## src/rtl/presentation_timer.sv

```systemverilog
// presentation_timer: minutes:seconds countdown driven by the rising edges of
// a divided clock (tick_src). Provides start/pause/clear control, a low-time
// warning and an expiry flag for the presentation controller display.
// Optional build macro: PRESENTATION_TIMER_OVERTIME_EN -- when defined, the
// EXPIRED state counts overtime upward (saturating at MAX_MIN:59) instead of
// freezing at 00:00.
module presentation_timer #(
    parameter int MAX_MIN  = 99,
    parameter int WARN_SEC = 60
) (
    input  logic       clk,
    input  logic       rst_n,
    input  logic       tick_src,
    input  logic       start,
    input  logic       pause,
    input  logic       clear,
    input  logic [6:0] load_min,
    output logic [6:0] min_out,
    output logic [5:0] sec_out,
    output logic       tick_out,
    output logic       running,
    output logic       warn,
    output logic       expired
);

    typedef enum logic [1:0] {
        ST_IDLE    = 2'd0,
        ST_RUN     = 2'd1,
        ST_PAUSED  = 2'd2,
        ST_EXPIRED = 2'd3
    } state_e;

    localparam logic [6:0]  MAX_MIN_C  = 7'(MAX_MIN);
    localparam logic [12:0] WARN_SEC_C = 13'(WARN_SEC);

    state_e     state_q, state_d;
    logic [6:0] min_q, min_d;
    logic [5:0] sec_q, sec_d;
    logic       src_q;
    logic       tick_out_q;
    logic       running_q;
    logic       warn_q, warn_d;
    logic       expired_q;
    logic       tick_s;
    logic [6:0] preset_s;
    logic [12:0] total_d_s;

    // Total remaining seconds of a min:sec pair (fits 13 bits for min <= 127).
    function automatic logic [12:0] total_seconds(input logic [6:0] m, input logic [5:0] s);
        return ({6'd0, m} * 13'd60) + {7'd0, s};
    endfunction

    // Rising edge of the divided clock, used by the counter on the same edge.
    assign tick_s   = tick_src & ~src_q;

    // Preset minutes clamped to the largest accepted value.
    assign preset_s = (load_min > MAX_MIN_C) ? MAX_MIN_C : load_min;

    assign total_d_s = total_seconds(min_d, sec_d);

    // Next-state and next-time computation with clear > start > pause priority.
    always_comb begin
        state_d = state_q;
        min_d   = min_q;
        sec_d   = sec_q;
        case (state_q)
            ST_IDLE: begin
                // IDLE continuously tracks the preset; a start uses the value loaded on that edge.
                min_d = preset_s;
                sec_d = 6'd0;
                if (clear) begin
                    state_d = ST_IDLE;
                end else if (start) begin
                    if (preset_s == 7'd0) begin
                        state_d = ST_EXPIRED;
                    end else begin
                        state_d = ST_RUN;
                    end
                end else begin
                    state_d = ST_IDLE;
                end
            end
            ST_RUN: begin
                if (clear) begin
                    state_d = ST_IDLE;
                end else if (pause && !start) begin
                    // A tick coinciding with pause is dropped.
                    state_d = ST_PAUSED;
                end else if (tick_s) begin
                    // start in RUN has no effect, so the tick is applied normally.
                    if (sec_q != 6'd0) begin
                        sec_d = sec_q - 6'd1;
                    end else if (min_q != 7'd0) begin
                        min_d = min_q - 7'd1;
                        sec_d = 6'd59;
                    end else begin
                        min_d = min_q;
                        sec_d = sec_q;
                    end
                    if ((min_d == 7'd0) && (sec_d == 6'd0)) begin
                        state_d = ST_EXPIRED;
                    end else begin
                        state_d = ST_RUN;
                    end
                end else begin
                    state_d = ST_RUN;
                end
            end
            ST_PAUSED: begin
                if (clear) begin
                    state_d = ST_IDLE;
                end else if (start) begin
                    // Resume; any tick in this cycle is ignored.
                    state_d = ST_RUN;
                end else begin
                    state_d = ST_PAUSED;
                end
            end
            ST_EXPIRED: begin
                if (clear) begin
                    state_d = ST_IDLE;
`ifdef PRESENTATION_TIMER_OVERTIME_EN
                end else if (tick_s) begin
                    // Overtime counts upward, saturating at MAX_MIN:59.
                    state_d = ST_EXPIRED;
                    if (sec_q != 6'd59) begin
                        sec_d = sec_q + 6'd1;
                    end else if (min_q < MAX_MIN_C) begin
                        min_d = min_q + 7'd1;
                        sec_d = 6'd0;
                    end else begin
                        min_d = min_q;
                        sec_d = sec_q;
                    end
`endif
                end else begin
                    state_d = ST_EXPIRED;
                end
            end
            default: begin
                state_d = ST_IDLE;
                min_d   = 7'd0;
                sec_d   = 6'd0;
            end
        endcase
    end

    // Warning is derived from the next state/time so it lines up with the registered time.
    always_comb begin
        warn_d = 1'b0;
        if (((state_d == ST_RUN) || (state_d == ST_PAUSED)) &&
            (total_d_s != 13'd0) && (total_d_s <= WARN_SEC_C)) begin
            warn_d = 1'b1;
        end else begin
            warn_d = 1'b0;
        end
    end

    // State, time, edge detect and registered status outputs.
    always_ff @(posedge clk) begin
        if (!rst_n) begin
            state_q    <= ST_IDLE;
            min_q      <= 7'd0;
            sec_q      <= 6'd0;
            src_q      <= 1'b0;
            tick_out_q <= 1'b0;
            running_q  <= 1'b0;
            warn_q     <= 1'b0;
            expired_q  <= 1'b0;
        end else begin
            state_q    <= state_d;
            min_q      <= min_d;
            sec_q      <= sec_d;
            src_q      <= tick_src;
            tick_out_q <= tick_s;
            running_q  <= (state_d == ST_RUN);
            warn_q     <= warn_d;
            expired_q  <= (state_d == ST_EXPIRED);
        end
    end

    assign min_out  = min_q;
    assign sec_out  = sec_q;
    assign tick_out = tick_out_q;
    assign running  = running_q;
    assign warn     = warn_q;
    assign expired  = expired_q;

endmodule
```

## config.mk

```make
export PLATFORM = sky130hd
export DESIGN_NAME = presentation_timer
export DESIGN_NICKNAME = d
export VERILOG_FILES = /design/src/rtl/presentation_timer.sv
export SDC_FILE = /design/constraint.sdc
export NUM_CORES = 1
export LEC_CHECK = 0
export ABC_AREA = 1
export CAP_MARGIN = 10
export CORE_ASPECT_RATIO = 1.1
export CORE_MARGIN = 4
export CORE_UTILIZATION = 32
export DETAILED_ROUTE_END_ITERATION = 16
export DONT_BUFFER_PORTS = 1
export GPL_ROUTABILITY_DRIVEN = 0
export HOLD_SLACK_MARGIN = 0.05
export PLACE_DENSITY = 0.54
export REMOVE_ABC_BUFFERS = 1
export SYNTH_ARGS = -nofsm -noshare
export SYNTH_HDL_FRONTEND = slang
export SYNTH_SLANG_ARGS = --single-unit
```

## constraint.sdc

```tcl
create_clock -name clk -period 5 [get_ports clk]
set_clock_uncertainty 0.1 [all_clocks]
set_input_delay 1.25 -clock clk [delete_from_list [all_inputs] [get_ports clk]]
set_output_delay 1.25 -clock clk [all_outputs]
set_load 0.005 [all_outputs]
```

==> results.md <==
- CP Cell Sequence: nor2_4 > nand2_2 > inv_2 > nor2_4 > o21ai_2 > o21ai_1 > a21oi_2 > nand2_2 > fa_1 > inv_2 > fa_1 > fa_1 > inv_2 > ha_4 > nand2_4 > nor2_4 > o21a_1 > nand3_1 > nor2_2 > nand2_1 > nand2_1 > nand2_1 > nor3_2
- Pin count of the biggest net entering global routing: 16
- Post-synth EDFFs: 0
- Post-DP Area: 0.00296 mm²
- Min cycle time layout: 4.73 ns
- Critical path's slowest cell: fa_1
- Psw: 586 µW
- Grt met3 use: 2.02%
- Vias: 2527
- Iteration-0 DRC Markers: 67
- Syn_area_per_cell: 6.53 µm²
- Core ar.: 0.00756 mm²
- Area leader, netlist: dfxtp_1
- Area contributors post-synth: dfxtp_1 16%, nand2_1 14%, ha_1 12%
- Syn Inst Count: 386
- DIE WIDTH: 92.6 µm
- Yosys top cell area share: 15.9%
- DRT Pass-1 Iters: 4
- CTS root buf: clkbuf_8
- Ys Warns: 0
- Global route hottest layer: met2
- Buf+Inv Stages, Crit Path: 3
- Clock transition at path regs: 0.09 ns
- Final instance area: 0.00322 mm²
- Clock power share: 12.7%
- Initial Utilization: 33.3%
- Fmax: 0.211 GHz
- Endpoints failing setup: 0
- Max FO, Critical Path: 4
- Placed Instances: 532
- Crit-path max cell delay: 0.54 ns
- GR Util All Layers: 15.1%
- CTS tree: done
- Die Y: 101 µm
- ANT cells: 0
- Die footprint: 0.00936 mm²
- Ys async rst share: 0%
- Synthesized area: 0.00252 mm²
- Worst-Skew Late Latency: 0.27 ns
- Max Cap Viol: 0
- Flop pwr share: 13.6%
- Row Count: 33
- Sequential fraction of the synthesis area: 15.9%
- Distinct cells, synth: 42
- First-pass GRT wire length: 11.4 mm
- CP top delay family: adder cells
- Slew Viols, Final: 0
- Met2 Use GR: 29.1%
- Yosys reg bits: 20
- Relative slew slack: 64.0%
- Worst-Margin Slew: 0.540 ns
- Period utilization: 94.7%
- Routed WL per cell: 12.5 µm
- Area delta synth->final: 27.7%
- Comb power frac: 73.6%
- Top FF cell, synth: dfxtp_1
- Worst EP arrival: 4.84 ns
- Layout cells sized above 1: 23.6%
- GR Layer Usage met1: 16.8%
- CP Data Required Time: 5.10 ns
- VDD IR max: 0.287 mV
- Antenna-violating nets left: 0
- H-tree levels: 1
- CP endpoint kind: register
- Clock net sink count: 20
- DP Wirelength: 5.78 mm
- Hold slack final: 0.341 ns
- Status: finished, final reports clean
- Number of global-route vias before repair: 2475
- Initial antenna violation count: 0
- Static leakage: 1.70 nW
- I/O Pins: 30
- Pwr dens: 406 mW/mm²
- CP Class: in2reg
- Via density: 4.66
- Nets: 487
- Worst Setup Start Kind: primary input
- Fin. Hold Viols: 0
- Min-delay worst type: reg2reg
- Final WL: 6.77 mm
- DRC Markers: 0
- Maximum clock path buffer count: 2
- Post-Layout Cell Count: 542
- TritonCTS buffer count: 3
- Port Buffers: 0
- Sw frac: 44.9%
- Setup TNS: 0 ns
- Total grt overflow: 0
- Internal Dissipation: 721 µW
registers in the layout, summed over array words and instances (netlist names):
name	cells
expired	1
min_out	7
running	1
sec_out	6
src_q	1
state_q	2
tick_out	1
warn	1
logic make-up (layout without fill, tap and decap cells):
| group | Yosys count | in the layout | synth area share (%) |
|---|---|---|---|
| AND/OR/NAND/NOR | 191 | 191 | 34.1 |
| adder cells (fa/ha/maj) | 36 | 36 | 21.4 |
| XOR/XNOR | 15 | 15 | 5.21 |
| AO/OA/AOI/OAI | 46 | 46 | 11.3 |
| buffers and inverters | 78 | 129 | 12.1 |
| flip-flops | 20 | 20 | 15.9 |
per-layer routing:
metal	up-vias	part of all wire, %
met5	-	0
met4	0	1.6
met3	8	2.7
met2	26	54
met1	1171	42
li1	1322	-
area by class of cell:
class / instances / area [µm²]
fill: 804 / 4340
multi-input combinational: 288 / 1950
sequential: 20 / 400
timing repair buffer: 50 / 379
inverter: 75 / 282
tap: 105 / 131
clock buffer: 3 / 41.3
clock inverter: 1 / 30.0
layout by cell type, fill, tap and decap left out, types with 12 or more instances in the layout:
cell,n
a21oi_1,16
ha_1,21
nand3_1,27
buf_4,49
inv_1,67
nand2_1,88
nor2_1,33
fa_1,12
dfxtp_1,20
worst register-to-register path, delay by kind of cell, from the launching register on:
family,cells,cell delay [ns]
fa+ha+maj,5,2.04
flops,1,0.35
buf+inv,4,0.26
compound gates,2,0.34
simple gates,13,1.41
cell usage after synthesis (2+ instances only):
cell	count
inv_2	3
a21oi_1	19
nand3b_1	4
xnor2_1	4
dfxtp_1	20
nand2_1	94
o21ai_0	9
nand3_1	27
a22oi_1	3
fa_1	12
nor2_1	41
clkbuf_1	2
o21ai_2	2
nand4_1	6
nand2_2	5
inv_1	71
xor2_1	11
nand3_2	2
ha_1	24
nor2_2	2
and2_1	2
nor3_1	3
what timing repair did:
action / 4_1_cts / 5_1_grt
endpoints found under the setup margin: 1 / 1
hold buffers: 0 / 0
buffers inserted: 0 / 6
pin swaps: 2 / 27
resized for setup: 3 / 39
power groups by stage:
stage / Clock, mW / Combinational [mW] / Sequential, mW
after floorplan: 0 / 0.594 / 0.179
after global placement: 0 / 0.847 / 0.182
after detailed placement: 0 / 0.854 / 0.182
after CTS: 0.171 / 0.861 / 0.178
after global routing: 0.178 / 1.11 / 0.180
final: 0.166 / 0.962 / 0.178
path summary, 6_finish.rpt:
path              cells after the start  endpoint  slack [ns]   startpoint
hold / removal                        1  tick_out        0.34        src_q
setup / recovery                     23      warn        0.27  load_min[3]
setup reg to reg                     24      warn        0.45   sec_out[1]
hold reg to reg                       1  tick_out        0.34        src_q
metrics by stage:
stage	setup WS, ns	total power, mW	util (%)
floorplan	-0.248	0.773	-
global placement	-0.264	1.03	39.2
detailed placement	-0.355	1.04	39.2
CTS	0.0289	1.21	40.1
global route	-0.0195	1.47	42.6
finish	0.266	1.31	42.6
(Power assumes the default switching activity.)
